$ cat config.mk
export PLATFORM = sky130hd
export DESIGN_NAME = rf_wb_arbiter
export DESIGN_NICKNAME = d
export VERILOG_FILES = /design/src/rtl/rf_ctrl_pkg.sv /design/src/rtl/rf_scoreboard.sv /design/src/rtl/rf_wb_arbiter.sv
export SDC_FILE = /design/constraint.sdc
export NUM_CORES = 1
export LEC_CHECK = 0
export CAP_MARGIN = 20
export CORE_ASPECT_RATIO = 0.5
export CORE_UTILIZATION = 57
export CTS_CLUSTER_DIAMETER = 200
export DETAILED_ROUTE_END_ITERATION = 8
export DONT_BUFFER_PORTS = 1
export PLACE_DENSITY = 0.75
export SKIP_LAST_GASP = 1
export SLEW_MARGIN = 20
export SYNTH_ARGS = -nofsm -noshare
export SYNTH_HDL_FRONTEND = slang
export SYNTH_SLANG_ARGS = --single-unit
$ cat constraint.sdc
create_clock -name clk -period 1.3 [get_ports clk]
set_input_delay 0.195 -clock clk [delete_from_list [all_inputs] [get_ports clk]]
set_output_delay 0.195 -clock clk [all_outputs]
set_load 0.01 [all_outputs]
$ cat src/rtl/rf_ctrl_pkg.sv
// Shared types and constants for the register-file write-back control slice.
package rf_ctrl_pkg;
  localparam int NUM_REGS       = 32;
  localparam int DATA_W_DEFAULT = 32;

  typedef logic [4:0] reg_addr_t;
  localparam reg_addr_t REG_ZERO = 5'd0;

  typedef logic [DATA_W_DEFAULT-1:0] data_t;

  typedef struct packed {
    reg_addr_t rd;
    data_t     data;
  } wb_req_t;
endpackage

$ cat src/rtl/rf_scoreboard.sv
// Busy-bit scoreboard: one pending-write flag per architectural register.
module rf_scoreboard
  import rf_ctrl_pkg::*;
(
  input  logic      clk,
  input  logic      rst_n,
  input  logic      issue_en,
  input  reg_addr_t issue_rd,
  input  logic      flush,
  input  logic      clr_en,
  input  reg_addr_t clr_rd,
  input  reg_addr_t rs1,
  input  reg_addr_t rs2,
  output logic      rs1_busy,
  output logic      rs2_busy,
  output logic      any_busy
);
  localparam logic [NUM_REGS-1:0] ZERO_MASK = ~(NUM_REGS'(1));

  logic [NUM_REGS-1:0] busy;
  logic [NUM_REGS-1:0] set_mask;
  logic [NUM_REGS-1:0] clr_mask;

  always_comb begin
    set_mask = '0;
    clr_mask = '0;
    if (issue_en && issue_rd != REG_ZERO) set_mask[issue_rd] = 1'b1;
    if (clr_en) clr_mask[clr_rd] = 1'b1;
  end

  // Set is applied after clear so a same-edge re-issue keeps the bit; flush overrides both.
  always_ff @(posedge clk or negedge rst_n) begin
    if (!rst_n) begin
      busy <= '0;
    end else if (flush) begin
      busy <= '0;
    end else begin
      busy <= ((busy & ~clr_mask) | set_mask) & ZERO_MASK;
    end
  end

  assign rs1_busy = busy[rs1];
  assign rs2_busy = busy[rs2];
  assign any_busy = |busy;
endmodule

$ cat src/rtl/rf_wb_arbiter.sv
// Two-source (ALU/LSU) register-file write-back arbiter with busy scoreboard.
// Optional decode bypass of the write-back stage when RF_WB_BYPASS_EN is defined.
module rf_wb_arbiter
  import rf_ctrl_pkg::*;
#(
  parameter int DATA_W = 32
) (
  input  logic              clk,
  input  logic              rst_n,
  input  logic              alu_valid,
  input  logic [4:0]        alu_rd,
  input  logic [DATA_W-1:0] alu_data,
  output logic              alu_ready,
  input  logic              lsu_valid,
  input  logic [4:0]        lsu_rd,
  input  logic [DATA_W-1:0] lsu_data,
  output logic              lsu_ready,
  input  logic              issue_en,
  input  logic [4:0]        issue_rd,
  input  logic              flush,
  input  logic [4:0]        rs1,
  input  logic [4:0]        rs2,
  output logic              rs1_busy,
  output logic              rs2_busy,
  output logic              rf_we,
  output logic [4:0]        rf_a3,
  output logic [DATA_W-1:0] rf_wd,
  output logic              idle
`ifdef RF_WB_BYPASS_EN
  ,
  output logic              rs1_fwd,
  output logic              rs2_fwd,
  output logic [DATA_W-1:0] rs1_fwd_data,
  output logic [DATA_W-1:0] rs2_fwd_data
`endif
);
  // Handshake: a request transfers on the rising edge where valid && ready;
  // ready depends on valid only, is never high without its own valid, and
  // at most one ready is high per cycle. Both readies are held low in reset.
  logic last_lsu;
  logic grant_alu;
  logic grant_lsu;
  logic sb_rs1_busy;
  logic sb_rs2_busy;
  logic any_busy;

  assign grant_alu = rst_n && alu_valid && (!lsu_valid || last_lsu);
  assign grant_lsu = rst_n && lsu_valid && !grant_alu;
  assign alu_ready = grant_alu;
  assign lsu_ready = grant_lsu;

  // Writes to x0 complete the handshake but never raise rf_we.
  always_ff @(posedge clk or negedge rst_n) begin
    if (!rst_n) begin
      last_lsu <= 1'b1;
      rf_we    <= 1'b0;
      rf_a3    <= '0;
      rf_wd    <= '0;
    end else begin
      rf_we <= 1'b0;
      if (grant_alu) begin
        last_lsu <= 1'b0;
        rf_we    <= (alu_rd != REG_ZERO);
        rf_a3    <= alu_rd;
        rf_wd    <= alu_data;
      end else if (grant_lsu) begin
        last_lsu <= 1'b1;
        rf_we    <= (lsu_rd != REG_ZERO);
        rf_a3    <= lsu_rd;
        rf_wd    <= lsu_data;
      end
    end
  end

  rf_scoreboard u_sb (
    .clk      (clk),
    .rst_n    (rst_n),
    .issue_en (issue_en),
    .issue_rd (issue_rd),
    .flush    (flush),
    .clr_en   (rf_we),
    .clr_rd   (rf_a3),
    .rs1      (rs1),
    .rs2      (rs2),
    .rs1_busy (sb_rs1_busy),
    .rs2_busy (sb_rs2_busy),
    .any_busy (any_busy)
  );

`ifdef RF_WB_BYPASS_EN
  assign rs1_fwd      = rf_we && (rf_a3 == rs1) && (rs1 != REG_ZERO);
  assign rs2_fwd      = rf_we && (rf_a3 == rs2) && (rs2 != REG_ZERO);
  assign rs1_fwd_data = rf_wd;
  assign rs2_fwd_data = rf_wd;
  assign rs1_busy     = sb_rs1_busy && !rs1_fwd;
  assign rs2_busy     = sb_rs2_busy && !rs2_fwd;
`else
  assign rs1_busy     = sb_rs1_busy;
  assign rs2_busy     = sb_rs2_busy;
`endif

  assign idle = !any_busy && !rf_we;
endmodule

==> flow_summary.json <==
{
  "outcome": "finished, violations left",
  "violations": "negative hold slack, negative setup slack",
  "wire_per_inst_um": 23.3,
  "cts_num_sinks": 70,
  "netlist_area_um2": 3650,
  "grt_pass1_vias": 3476,
  "power_frac_comb_pct": 17.7,
  "endpoint_kind": "output port",
  "clock_power_share_pct": 39.8,
  "slew_headroom_pct": 25.1,
  "vias": 3795,
  "ant_nets": 0,
  "cts_max_path_buffers": 2,
  "p_int_mw": 4.46,
  "startpoint_type": "register",
  "cellLeakagePower_nw": 2.31,
  "post-route-period-util_pct": 143,
  "place_congestion": 0.878,
  "pwr-share-seq_pct": 42.5,
  "ir_drop_v": 0.00108,
  "syn_nets": 475,
  "wl_um": 12800,
  "grt_max_degree": 74,
  "worst_hold_path_type": "in2async",
  "portBuffers": 0,
  "area_growth_pct": 39.7,
  "slew_viol_final": 0,
  "holdWs_ns": -0.449,
  "viasPerCell": 6.90,
  "start_util_pct": 59.6,
  "fin_crit_ns": 1.86,
  "r2r-start": "last_lsu$_DFFE_PN1P_",
  "ios": 138,
  "synth_edf_count": 0,
  "cp_top_family": "multiplexers",
  "cp.required_ns": 1.11,
  "antenna_found_initial": 0,
  "slowest_delay_ns": 0.50,
  "fillers": 342,
  "synthDominantCellAreaShare_pct": 47.2,
  "cts_tree": "done",
  "core.rowCount": 20,
  "post-route-util_pct": 83.3,
  "n_antenna_cell": 0,
  "grt_overflow": 0,
  "root_buffer": "clkbuf_16",
  "instances_no_fill": 550,
  "dr.pass1.iters": 9,
  "synth-seq-cells": 70,
  "place_ws_ns": -0.287,
  "clk_latency_ns": 0.34,
  "htree_levels": 3,
  "final_nets": 552,
  "die_y_um": 58.6,
  "r2r_slack_ns": -0.32,
  "synth_cells": 380,
  "drt_iter0_drc": 480,
  "worst-slew-pin-transition_ns": 1.12,
  "cp_cell_sequence": "mux4_2, nand2b_4, o211ai_1, nand4_1",
  "critical_path.max_fanout": 3,
  "timing.rr.end": "rf_wd[16]$_DFFE_PN0P_",
  "switching_share_pct": 28.3,
  "grt_pass1_wl_um": 17800,
  "dieArea_um2": 6760,
  "chipWidth_um": 115,
  "setup-tns-final_ns": -8.10,
  "fin_skew_ns": 0.00914,
  "fin_ws_ns": -0.559,
  "p_switching_mw": 1.76,
  "yosys.area.top_type": "dfrtp_1",
  "dp.cells": 477,
  "worst-path-buf-inv": 0,
  "setup_viol": 51,
  "power.density_nw_per_um2": 1220,
  "path_class": "reg2out",
  "drcViolationCount": 0,
  "yosysMostFrequentCell": "dfrtp_1",
  "rsz0062_at_grt": "true",
  "crit_arrival_ns": 1.66,
  "cts_made_buffers": 9,
  "clk_pin_slew_ns": 0.06,
  "synth.distinct_cells": 31,
  "ys.flop_type": "dfrtp_1",
  "cap_violations": 0,
  "ys_async_sr_fraction_pct": 100,
  "core_area_um2": 6130,
  "reg2regPathDepth": 7,
  "ys_seq_area_share_pct": 48.0,
  "final-hold-violation-count": 70,
  "grt_use_total_pct": 35.8,
  "synth_common_cells": "69 x dfrtp_1, 40 x inv_1, 40 x nand2_1",
  "cp-startpoint": "u_sb.busy[7]$_DFF_PN0_",
  "yosys_warnings": 0,
  "yosys-top-cells-area": "dfrtp_1 47%, a222oi_1 10%, a21oi_1 5.3%",
  "max_freq_ghz": 0.538,
  "final_layout_size_suffix_gt1_share_pct": 25.8,
  "hpwlAfterDp_um": 7280,
  "syn_avg_cell_area_um2": 9.62,
  "slowest_stage": "mux4_2"
}
[metrics by stage]
stage	cell area, um2	power, mW	hold slack [ns]
floorplan	3730	3.16	-0.101
global placement	4010	3.32	-0.0993
detailed placement	4010	3.37	-0.0998
CTS	4820	5.98	-0.454
global route	5110	6.41	-0.461
finish	5110	6.22	-0.449
[metal layers]
layer | vias to the layer above | track usage, % | share of wire (%)
met5 | - | 0 | 0
met4 | 0 | 13.0 | 3.0
met3 | 53 | 9.89 | 11
met2 | 325 | 61.0 | 50
met1 | 1811 | 44.7 | 36
li1 | 1606 | - | -
[kinds of logic (layout without fill, tap and decap cells)]
| kind of cell | count (synthesis) | in the layout | share of synthesized area [%] |
|---|---|---|---|
| flip-flops | 70 | 70 | 48.0 |
| buffers and inverters | 66 | 143 | 7.02 |
| AND/OR/NAND/NOR | 99 | 99 | 13.9 |
| AO/OA/AOI/OAI | 121 | 126 | 22.5 |
| multiplexers | 24 | 24 | 8.63 |
[state kept, by name (all words and copies together) (netlist names)]
name,count
rf_wd,32
last_lsu,1
rf_a3,5
rf_we,1
u_sb.busy,31
[how the worst max path moves through the flow]
stage	endpoint	slack, ns	cells after the start
after floorplan	rs1_busy	-0.09	4
final	rs1_busy	-0.56	4
after detailed placement	rf_we$_DFF_PN0_	-0.29	3
after global placement	rf_we$_DFF_PN0_	-0.15	3
after global routing	rs1_busy	-0.60	4
after CTS	rs1_busy	-0.57	4
[what timing repair did]
| action | CTS | global route |
|---|---|---|
| setup endpoints to repair | 46 | 75 |
| pin swaps | 23 | 45 |
| setup buffers | 7 | 17 |
| endpoints found under the hold margin | 126 | 71 |
| gates cloned | 6 | 5 |
| gates resized for setup | 23 | 49 |
| hold buffers | 26 | 1 |
[power by group through the flow]
stage	logic, mW	registers, mW	clock network (mW)
4_1_cts	0.893	2.63	2.46
3_5_place_dp	0.703	2.66	0
5_1_grt	1.16	2.65	2.59
6_report	1.10	2.65	2.47
2_1_floorplan	0.545	2.61	0
3_3_place_gp	0.672	2.65	0
[worst reg2reg max path, cell delays in order, from the launching register on]
cell and delay (ns):
dfstp_2 0.39, inv_2 0.07, a21oi_4 0.07, buf_6 0.12, buf_6 0.13, clkbuf_16 0.15
a222oi_1 0.44, inv_1 0.12
[area by class of cell]
class / count / area, um2 / area share, %
inverter: 40 / 150 / 2.94
multi-input combinational: 249 / 1890 / 37.1
timing repair buffer: 87 / 897 / 17.6
clock buffer: 11 / 243 / 4.75
clock inverter: 5 / 58.8 / 1.15
sequential: 70 / 1750 / 34.4
tap: 88 / 110 / 2.16
[layout by cell type, fill, tap and decap left out, drive strengths merged, types with 3 or more instances in the layout]
cell	netlist	final
a21oi	39	44
o21ai	34	34
mux4	6	6
buf	9	58
nor2b	4	4
mux2i	18	18
nand3	10	10
dfrtp	69	69
and3b	3	3
nor4	8	8
dlygate4sd3	0	26
nor2	9	9
inv	40	40
clkbuf	17	13
nand2	40	40
nand4	4	4
nand3b	5	5
a22oi	4	4
nor3b	4	4
a222oi	37	37
nand2b	4	4
Note: power is estimated with default switching activity, not from simulation.
